## src/rtl/stim_sequencer.sv

```systemverilog
// stim_sequencer: scripted switch-drive / continue-pulse / observe-check
// sequencer. A small script memory holds {op, wait, data} step words that are
// fetched and executed one by one after a start request.
// Optional build macro SEQ_STICKY_FAIL_EN: when defined, the first CHECK
// mismatch ends the run immediately (DONE); otherwise the run continues.
module stim_sequencer #(
  parameter int DATA_W    = 16,
  parameter int DEPTH     = 32,
  parameter int WAIT_W    = 16,
  parameter int PULSE_LEN = 10,
  parameter int AW        = $clog2(DEPTH)
) (
  input  logic                         Clk,
  input  logic                         Reset,
  input  logic                         start,
  input  logic                         wr_en,
  input  logic [AW-1:0]                wr_addr,
  input  logic [2+WAIT_W+DATA_W-1:0]   wr_data,
  input  logic [DATA_W-1:0]            observe,
  output logic [DATA_W-1:0]            S_out,
  output logic                         Continue_n,
  output logic                         Run_n,
  output logic                         busy,
  output logic                         done,
  output logic                         pass,
  output logic [7:0]                   fail_count,
  output logic [AW-1:0]                fail_step
);

  localparam int SW = 2 + WAIT_W + DATA_W;

  typedef enum logic [1:0] {
    OP_SET   = 2'b00,
    OP_PULSE = 2'b01,
    OP_CHECK = 2'b10,
    OP_END   = 2'b11
  } op_t;

  typedef enum logic [2:0] {
    S_IDLE  = 3'd0,
    S_FETCH = 3'd1,
    S_EXEC  = 3'd2,
    S_PULSE = 3'd3,
    S_WAIT  = 3'd4,
    S_CHECK = 3'd5,
    S_DONE  = 3'd6
  } state_t;

  // Script storage is deliberately outside the reset domain so a reset
  // between runs leaves the loaded script intact.
  logic [SW-1:0]     script [DEPTH];

  state_t            state;
  logic [SW-1:0]     step;
  logic [AW-1:0]     index;
  logic [WAIT_W-1:0] wait_cnt;
  logic [7:0]        pulse_cnt;

  op_t               step_op;
  logic [WAIT_W-1:0] step_wait;
  logic [DATA_W-1:0] step_data;
  logic              last_step;
  logic              mismatch;
  logic              sticky_stop;
  logic [7:0]        fail_count_inc;

  assign step_op        = op_t'(step[SW-1 -: 2]);
  assign step_wait      = step[DATA_W +: WAIT_W];
  assign step_data      = step[DATA_W-1:0];
  assign last_step      = (index == AW'(DEPTH - 1));
  assign mismatch       = (observe != step_data);
  assign fail_count_inc = (fail_count == 8'hFF) ? 8'hFF : (fail_count + 8'd1);

`ifdef SEQ_STICKY_FAIL_EN
  assign sticky_stop = mismatch;
`else
  assign sticky_stop = 1'b0;
`endif

  // Script write port; writes are only accepted while the sequencer is idle.
  always_ff @(posedge Clk) begin
    if (wr_en && !busy) begin
      script[wr_addr] <= wr_data;
    end
  end

  // Sequencer FSM with all status outputs registered alongside the state.
  always_ff @(posedge Clk or posedge Reset) begin
    if (Reset) begin
      state      <= S_IDLE;
      step       <= '0;
      index      <= '0;
      wait_cnt   <= '0;
      pulse_cnt  <= 8'd0;
      S_out      <= '0;
      Continue_n <= 1'b1;
      Run_n      <= 1'b1;
      busy       <= 1'b0;
      done       <= 1'b0;
      pass       <= 1'b0;
      fail_count <= 8'd0;
      fail_step  <= '0;
    end else begin
      case (state)
        S_IDLE, S_DONE: begin
          if (start) begin
            state      <= S_FETCH;
            index      <= '0;
            fail_count <= 8'd0;
            fail_step  <= '0;
            busy       <= 1'b1;
            done       <= 1'b0;
            pass       <= 1'b0;
            Run_n      <= 1'b0;
          end
        end

        S_FETCH: begin
          step  <= script[index];
          state <= S_EXEC;
        end

        S_EXEC: begin
          case (step_op)
            OP_SET: begin
              S_out    <= step_data;
              wait_cnt <= step_wait;
              state    <= S_WAIT;
            end
            OP_PULSE: begin
              Continue_n <= 1'b0;
              pulse_cnt  <= 8'(PULSE_LEN - 1);
              state      <= S_PULSE;
            end
            OP_CHECK: begin
              wait_cnt <= step_wait;
              state    <= S_WAIT;
            end
            default: begin
              // END step
              state <= S_DONE;
              busy  <= 1'b0;
              done  <= 1'b1;
              Run_n <= 1'b1;
              pass  <= (fail_count == 8'd0);
            end
          endcase
        end

        S_PULSE: begin
          // Continue_n was pulled low on the EXEC edge; release after
          // exactly PULSE_LEN cycles in this state.
          if (pulse_cnt == 8'd0) begin
            Continue_n <= 1'b1;
            wait_cnt   <= step_wait;
            state      <= S_WAIT;
          end else begin
            pulse_cnt <= pulse_cnt - 8'd1;
          end
        end

        S_WAIT: begin
          // A wait of 0 or 1 both last a single cycle; wait N lasts N cycles.
          if (wait_cnt <= WAIT_W'(1)) begin
            if (step_op == OP_CHECK) begin
              state <= S_CHECK;
            end else if (last_step) begin
              state <= S_DONE;
              busy  <= 1'b0;
              done  <= 1'b1;
              Run_n <= 1'b1;
              pass  <= (fail_count == 8'd0);
            end else begin
              index <= index + AW'(1);
              state <= S_FETCH;
            end
          end else begin
            wait_cnt <= wait_cnt - WAIT_W'(1);
          end
        end

        S_CHECK: begin
          if (mismatch) begin
            fail_count <= fail_count_inc;
            if (fail_count == 8'd0) begin
              fail_step <= index;
            end
          end
          if (sticky_stop || last_step) begin
            state <= S_DONE;
            busy  <= 1'b0;
            done  <= 1'b1;
            Run_n <= 1'b1;
            pass  <= !mismatch && (fail_count == 8'd0);
          end else begin
            index <= index + AW'(1);
            state <= S_FETCH;
          end
        end

        default: begin
          state <= S_IDLE;
        end
      endcase
    end
  end

endmodule

```

## config.mk

```make
export PLATFORM = sky130hd
export DESIGN_NAME = stim_sequencer
export DESIGN_NICKNAME = d
export VERILOG_FILES = /design/src/rtl/stim_sequencer.sv
export SDC_FILE = /design/constraint.sdc
export NUM_CORES = 1
export LEC_CHECK = 0
export CAP_MARGIN = 15
export CORE_ASPECT_RATIO = 1.75
export CORE_MARGIN = 2
export CORE_UTILIZATION = 40
export DETAILED_ROUTE_END_ITERATION = 10
export PLACE_DENSITY_LB_ADDON = 0.15
export SLEW_MARGIN = 15
export SYNTH_ARGS = -nofsm -noshare
export SYNTH_HDL_FRONTEND = slang
export SYNTH_SLANG_ARGS = --single-unit
export TNS_END_PERCENT = 10
```

## constraint.sdc

```tcl
create_clock -name Clk -period 3.23 [get_ports Clk]
set_input_delay 0.8075 -clock Clk [delete_from_list [all_inputs] [get_ports Clk]]
set_output_delay 0.8075 -clock Clk [all_outputs]
set_load 0.01 [all_outputs]
```

==> results.md, run 1 <==
* Status: finished, final reports clean
* DRC at 0
* Root buffer cell: clkbuf_16
* CTS max path bufs at 3
* DR vias/cell at roughly 5.6
* Worst skew pair latency at 0.72 ns
* Syn nets at 2308
* Ys flop type: edfxtp_1
* #FFs+latches synth at roughly 1200
* Initial drt markers at 2112
* Reg2reg start: index[0]
* Post-synthesis sequential area ratio at 0.761
* HPWL after detailed placement at 76.1 mm
* Most common cell after layout, fill and taps aside: edfxtp_1
* Switching power at 10.7 mW
* Tcrit/Tclk final at 0.893
* # nets final at 2581
* Reg power frac at 0.464
* GP Congestion at 0.813
* Sw frac at 0.271
* Crit path to: step[7]
* Syn_area_per_cell at 20.6 um^2
* First-pass GRT wire length at around 180 mm
* Vias in the first global route at approximately 25000
* Synth Cell Area at 0.0462 mm^2
* Placed Area at slightly above 0.05 mm^2
* Combinational Power Share at 0.204
* Fmax at 0.347 GHz
* Setup tns final at 0 ns
* Hold Crit Class: flop to flop
* Hold Vio Cnt, Final at 0
* Port bufs at 92
* Final wirelength at 122 mm
* DRT antenna net count at 0
* Num ports at 93
* Largest incremental delay on the critical path at 0.79 ns
* Core box area at about 0.12 mm^2
* Die width at 261 um
* Layout Skew at 0.0243 ns
* Total global routing overflow at 0
* PD cells at 722 mW/mm^2
* WL/cell at 29.7 um
* Sink Count at 1188
* CTS buffer count at 105
* Post-CTS setup buffers at 0
* Mapped Cells at 2241
* CP max stage cell: dfrtp_4
* P_leak at 17.0 nW
* Cts repair resizes at 0
* Number of synthesized flops with an enable pin at approximately 1100
* Setup slack, reg-to-reg at between 0.3 and 0.4 ns
* Area grow syn2layout at 17.7%
* Number of H-tree levels at 3
* Commonest cells after routing, fill and taps aside: 1088 x edfxtp_1, 281 x mux4_2, 143 x buf_4
* Setup crit start: index[0]
* Distinct cells, synth at 71
* CTS tree: built
* CTS clock-pin slew for the worst setup and hold paths at 0.07 ns
* Via count at 23200
* Worst-margin pin slew at 1.05 ns
* Total die area at around 0.12 mm^2
* Share of layout cells above drive strength 1 at 0.279
* MaxCap Viol Count at 0
* Final period demand of the worst path at 2.89 ns
* # setup viols final at 0
* CP Data Required Time at 3.85 ns
* DRT Pass-1 Iters at 5
* YS warnings at 0
* Crit end category: flop
* CTS Hold Bufs at 0
* Peak supply drop at 0.000553 V
* Cells along the critical path: buf_4 > mux4_2 > and2_1 > a211oi_1 > nor3_1 > a22o_1
* Worst setup SP type: flop
* Row Count at ~170
* Worst Reg2Reg Path Length in Cells at 6
* Largest net degree at the start of global routing at 50
* Critical path type: flop to flop
* Data arrival, critical path at 3.50 ns
* Worst reg2reg endpoint: step[7]
* Ys async rst share at 0.0842
* Global Route Usage Sum at 0.210
* Initial Utilization at 0.401
* Pins Over Slew Limit at 0
* Relative slew slack at 0.299
* Unrepaired setup endpoints after global routing: no
* P_int at between 20 and 30 mW
* Chip height at roughly 450 um
* Antenna violations before repair at 2
* Clk network pwr share at 0.331
* Critical path fanouts, max at 19
* Post-route design area at 0.0544 mm^2
[per-layer routing]
layer  part of all wire  wire (um)  vias to the layer above  global-route usage
met2               0.55      66600                      631               0.386
met3              0.040       4900                      154              0.0228
met5           0.000066          8                        -                   0
met1               0.39      47200                    12500               0.257
met4              0.026       3150                        2              0.0653
li1                   -          -                     9880                   -
[critical path: cells and delay by family, from the launching register on]
kind | cells | cell delay, ns
muxes | 1 | 0.54
DFF | 1 | 0.79
buffers and inverters | 1 | 0.35
AOI/OAI and AO/OA | 2 | 0.75
and+or+nand+nor | 2 | 0.31
[cell families (layout without fill, tap and decap cells)]
family,after synthesis,in the layout,share of synthesized area
other,0,1,0
multiplexers,344,344,0.151
AO/OA/AOI/OAI,261,261,0.0385
adder cells (fa/ha/maj),8,8,0.00216
flip-flops,1188,1188,0.761
buffers and inverters,137,500,0.0123
XOR/XNOR,23,23,0.00436
AND/OR/NAND/NOR,280,280,0.0305
[synth_stat cells, types with 22 or more instances]
| master | count | area (um^2) |
|---|---|---|
| o22ai_1 | 48 | 300 |
| o21ai_0 | 54 | 270 |
| nor3_1 | 38 | 190 |
| dfrtp_1 | 98 | 2450 |
| nand2_1 | 36 | 135 |
| a211oi_1 | 22 | 165 |
| mux2i_1 | 26 | 260 |
| buf_2 | 37 | 185 |
| a22o_1 | 29 | 254 |
| nor2b_1 | 24 | 150 |
| mux4_2 | 281 | 6330 |
| nor2_1 | 96 | 360 |
| edfxtp_1 | 1088 | 32700 |
| clkbuf_1 | 72 | 270 |
| a21oi_1 | 40 | 200 |
| mux2_2 | 37 | 417 |
[power groups by stage]
| stage | Clock, mW | Sequential [mW] | Combinational [mW] |
|---|---|---|---|
| detailed placement | 0 | 18.6 | 8.16 |
| floorplan | 0 | 18.1 | 5.32 |
| global route | 13.8 | 18.3 | 8.68 |
| global placement | 0 | 18.6 | 8.05 |
| CTS | 13.3 | 18.2 | 8.17 |
| finish | 13.0 | 18.2 | 8.03 |
[area by class of cell]
| class | instances | area (um^2) |
|---|---|---|
| clock buffer | 133 | 2800 |
| inverter | 19 | 75.1 |
| timing repair buffer | 284 | 2980 |
| sequential | 1188 | 35200 |
| antenna | 1 | 2.50 |
| fill | 9498 | 60800 |
| multi-input combinational | 916 | 10800 |
| clock inverter | 64 | 734 |
| tap | 1503 | 1880 |
[registers in the layout (all words and copies together), names as in the netlist, 5 cells and up]
name and cells:
S_out 16, pulse_cnt 8, step 34, wait_cnt 16, fail_count 8, index 5
fail_step 5, script 1088
[per-stage QoR]
step,hold WS (ns),worst slack [ns],power (mW),utilization,cells
after global placement,0.451,-0.0367,26.6,0.442,3910
after CTS,0.468,0.315,39.7,0.472,4107
final,0.467,0.344,39.3,0.472,4108
after floorplan,0.457,-0.139,23.4,-,2241
after global routing,0.492,0.268,40.8,0.472,4108
after detailed placement,0.458,-0.0339,26.7,0.442,3910
[worst min-delay path by stage]
stage                      start            to  slack (ns)  cells after the start
floorplan           wait_cnt[11]  wait_cnt[11]        0.46                      1
global placement           Run_n         Run_n        0.45                      2
detailed placement         Run_n         Run_n        0.46                      2
CTS                        Run_n         Run_n        0.47                      2
global route               Run_n         Run_n        0.49                      2
finish                     Run_n         Run_n        0.47                      2
No activity file was read; power rests on OpenSTA's default activity.
==> run 2: changes to the inputs <==
==> constraint.sdc (replaced) <==
create_clock -name Clk -period 3.23 [get_ports Clk]
set_input_delay 0.8075 -clock Clk [delete_from_list [all_inputs] [get_ports Clk]]
set_output_delay 0.8075 -clock Clk [all_outputs]
set_load 0.05 [all_outputs]
==> results of run 2 <==
The final DEF is identical to that of run 1. Status: finished, final reports clean.
Among the figures that moved: clock-pin slew on the worst setup and hold paths 0.07 ns -> 0.06 ns; setup slack after layout 0.344 ns -> 0.314 ns; start point of the critical path index[0] -> fail_count[2]; end point of the critical path step[7] -> fail_count[2]; total power 39.3 mW -> 39.7 mW
==> run 3: changes to the inputs <==
--- a/config.mk
+++ b/config.mk
@@ -8,7 +8,9 @@
 export CAP_MARGIN = 15
 export CORE_ASPECT_RATIO = 1.75
 export CORE_MARGIN = 2
-export CORE_UTILIZATION = 40
+export CORE_UTILIZATION = 45
+export CTS_CLUSTER_DIAMETER = 100
+export CTS_CLUSTER_SIZE = 30
 export DETAILED_ROUTE_END_ITERATION = 10
 export PLACE_DENSITY_LB_ADDON = 0.15
 export SLEW_MARGIN = 15
==> run 3 against run 2 <==
  * Fmax fell by 0.65%
  * Sequential power barely moved
  * Critical path type unchanged
  * Final cell count is 7.4% lower
  * Via count decreased by 1.9%
==> results.md, run 3 (synthesis results as in run 1) <==
* Reg2reg start: index[0]
* Chip height at 428 um (-5.7%)
* Worst Hold Depth at 2 (unchanged)
* Setup slack, reg-to-reg at 0.41 ns
* Hold Startpoint: Run_n
* Final wirelength at 121 mm (-0.65%)
* Root buffer cell: clkbuf_16
* HPWL after detailed placement at 78.6 mm (+3.2%)
* Worst reg2reg endpoint: step[10]
* CTS max path bufs at 3 (unchanged)
* CTS tree: built
* Pre-CTS setup slack at -0.0923 ns (-0.0584 ns)
* Global Route Usage Sum at 0.230 (+0.0205)
* Sink Count at 1188 (unchanged)
* First-pass GRT wire length at 172 mm (-2.3%)
* DRT Pass-1 Iters at 7 (+2)
* GP Congestion at 0.865 (+6.5%)
* DRT antenna net count at 0 (unchanged)
* CP top delay family: buffers and inverters
* Initial drt markers at 1890 (-11%)
* CTS buffer count at 45 (-57%)
* Cells along the critical path: clkdlybuf4s50_1
* Initial Utilization at 0.453 (+0.0519)
* Worst Reg2Reg Path Length in Cells at 7 (+1)
* Antenna violations before repair at 4 (+2)
* Commonest cells after routing, fill and taps aside: 1088 x edfxtp_1, 281 x mux4_2, 127 x buf_4
* Worst skew pair latency at 0.66 ns (-0.06 ns)
* CP Buf/Inv Count at 1 (unchanged)
* Relative slew slack at 0.363 (+0.0646)
* Worst setup SP type: flop
* Largest net degree at the start of global routing at 101 (+100%)
* Critical path fanouts, max at 6
* Largest incremental delay on the critical path at 0.88 ns
* Biggest regs: script x1088, step x34
* Vias in the first global route at 23700 (-3.6%)
* Largest Register: script
* CP Data Required Time at 2.42 ns
* Tcrit/Tclk final at 0.909
* CP max stage cell: clkdlybuf4s50_1
* Hold Crit Class: flop to flop
* Pins Over Slew Limit at 0 (unchanged)
* CTS Hold Bufs at 0 (unchanged)
* Hold path endpoint: Run_n
* Total global routing overflow at 0 (unchanged)
* Total die area at 0.105 mm^2 (-11%)
* P_leak at 15.9 nW (-6.9%)
* Largest register FFs at 1088 (unchanged)
* Most common cell after layout, fill and taps aside: edfxtp_1
* Data arrival, critical path at 2.13 ns
* Core box area at 0.102 mm^2 (-11%)
* Via count at 22700 (-1.9%)
* Hold Vio Cnt, Final at 0 (unchanged)
* Unrepaired setup endpoints after global routing: no
* Worst Setup Slack, final at approximately 0.3 ns
* Share of layout cells above drive strength 1 at 0.243 (-0.0356)
* # nets final at 2505 (-2.9%)
* Status: finished, final reports clean
* CTS clock-pin slew for the worst setup and hold paths at 0.12 ns
* Fmax at 0.341 GHz
* Number of H-tree levels at 2 (-1)
* Row Count at 155 (-6.1%)
* PD cells at 651 mW/mm^2
* Final period demand of the worst path at 2.93 ns
* Layout Skew at 0.0313 ns (+0.00702 ns)
* # setup viols final at 0 (unchanged)
* DRC at 0 (unchanged)
* Die width at 246 um (-5.6%)
* Critical path type: flop to output pin
* DR vias/cell at 5.97 (+5.9%)
* Crit end category: output pin
* Port bufs at 92 (unchanged)
* Setup tns final at 0 ns (unchanged)
* MaxCap Viol Count at 0 (unchanged)
* Peak supply drop at 0.000464 V (-16%)
* Worst-margin pin slew at 0.955 ns (-0.0969 ns)
* Num ports at 93 (unchanged)
* Area grow syn2layout at 12.1%
* WL/cell at 31.8 um (+7.2%)
-- run 3: layer usage --
metal	global-route usage	part of all wire	vias up
met5	0	0.00012	-
met4	0.0908	0.042	2
met3	0.0207	0.036	143
met2	0.428	0.56	576
met1	0.273	0.37	12300
li1	-	-	9659
-- run 3: how the worst max path moves through the flow --
| stage | startpoint | to | slack [ns] | cells past startpoint |
|---|---|---|---|---|
| 2_1_floorplan | wr_en | script[14][0] | -0.14 | 4 |
| 4_1_cts | busy | busy | 0.23 | 1 |
| 6_report | busy | busy | 0.30 | 1 |
| 3_5_place_dp | observe[2] | fail_step[4] | -0.09 | 7 |
| 5_1_grt | busy | busy | 0.22 | 1 |
| 3_3_place_gp | observe[2] | fail_count[4] | -0.02 | 6 |
-- run 3: metrics by stage --
stage	power (mW)	util	cells	area, um^2	hold WS, ns
global placement	26.8	0.495	3725	50500	0.457
detailed placement	26.9	0.495	3725	50500	0.482
CTS	34.1	0.508	3801	51800	0.500
floorplan	23.8	-	2241	46200	0.457
finish	33.7	0.508	3806	51900	0.499
global route	35.0	0.508	3803	51900	0.536
-- run 3: layout make-up --
| cell class | instances | area [um^2] |
|---|---|---|
| diodes | 5 | 12.5 |
| clock buffers | 74 | 1280 |
| clock inverters | 2 | 25.0 |
| fillers | 8177 | 50100 |
| inverters | 19 | 75.1 |
| multi-input cells | 916 | 10800 |
| flip-flops and latches | 1188 | 35200 |
| well taps | 1334 | 1670 |
| repair buffers | 268 | 2860 |
-- run 3: repair_timing --
action / CTS / global route
endpoints found under the setup margin: 1 / 0
setup buffers: 0 / 0
resized for setup: 1 / 0
-- run 3: power by group --
group / total, mW / leakage [nW] / switching [mW] / internal, mW
clock: 7.28 / 0.623 / 4.50 / 2.77
sequential: 18.3 / 11.0 / 0.990 / 17.4
combinational: 8.12 / 4.22 / 4.40 / 3.71
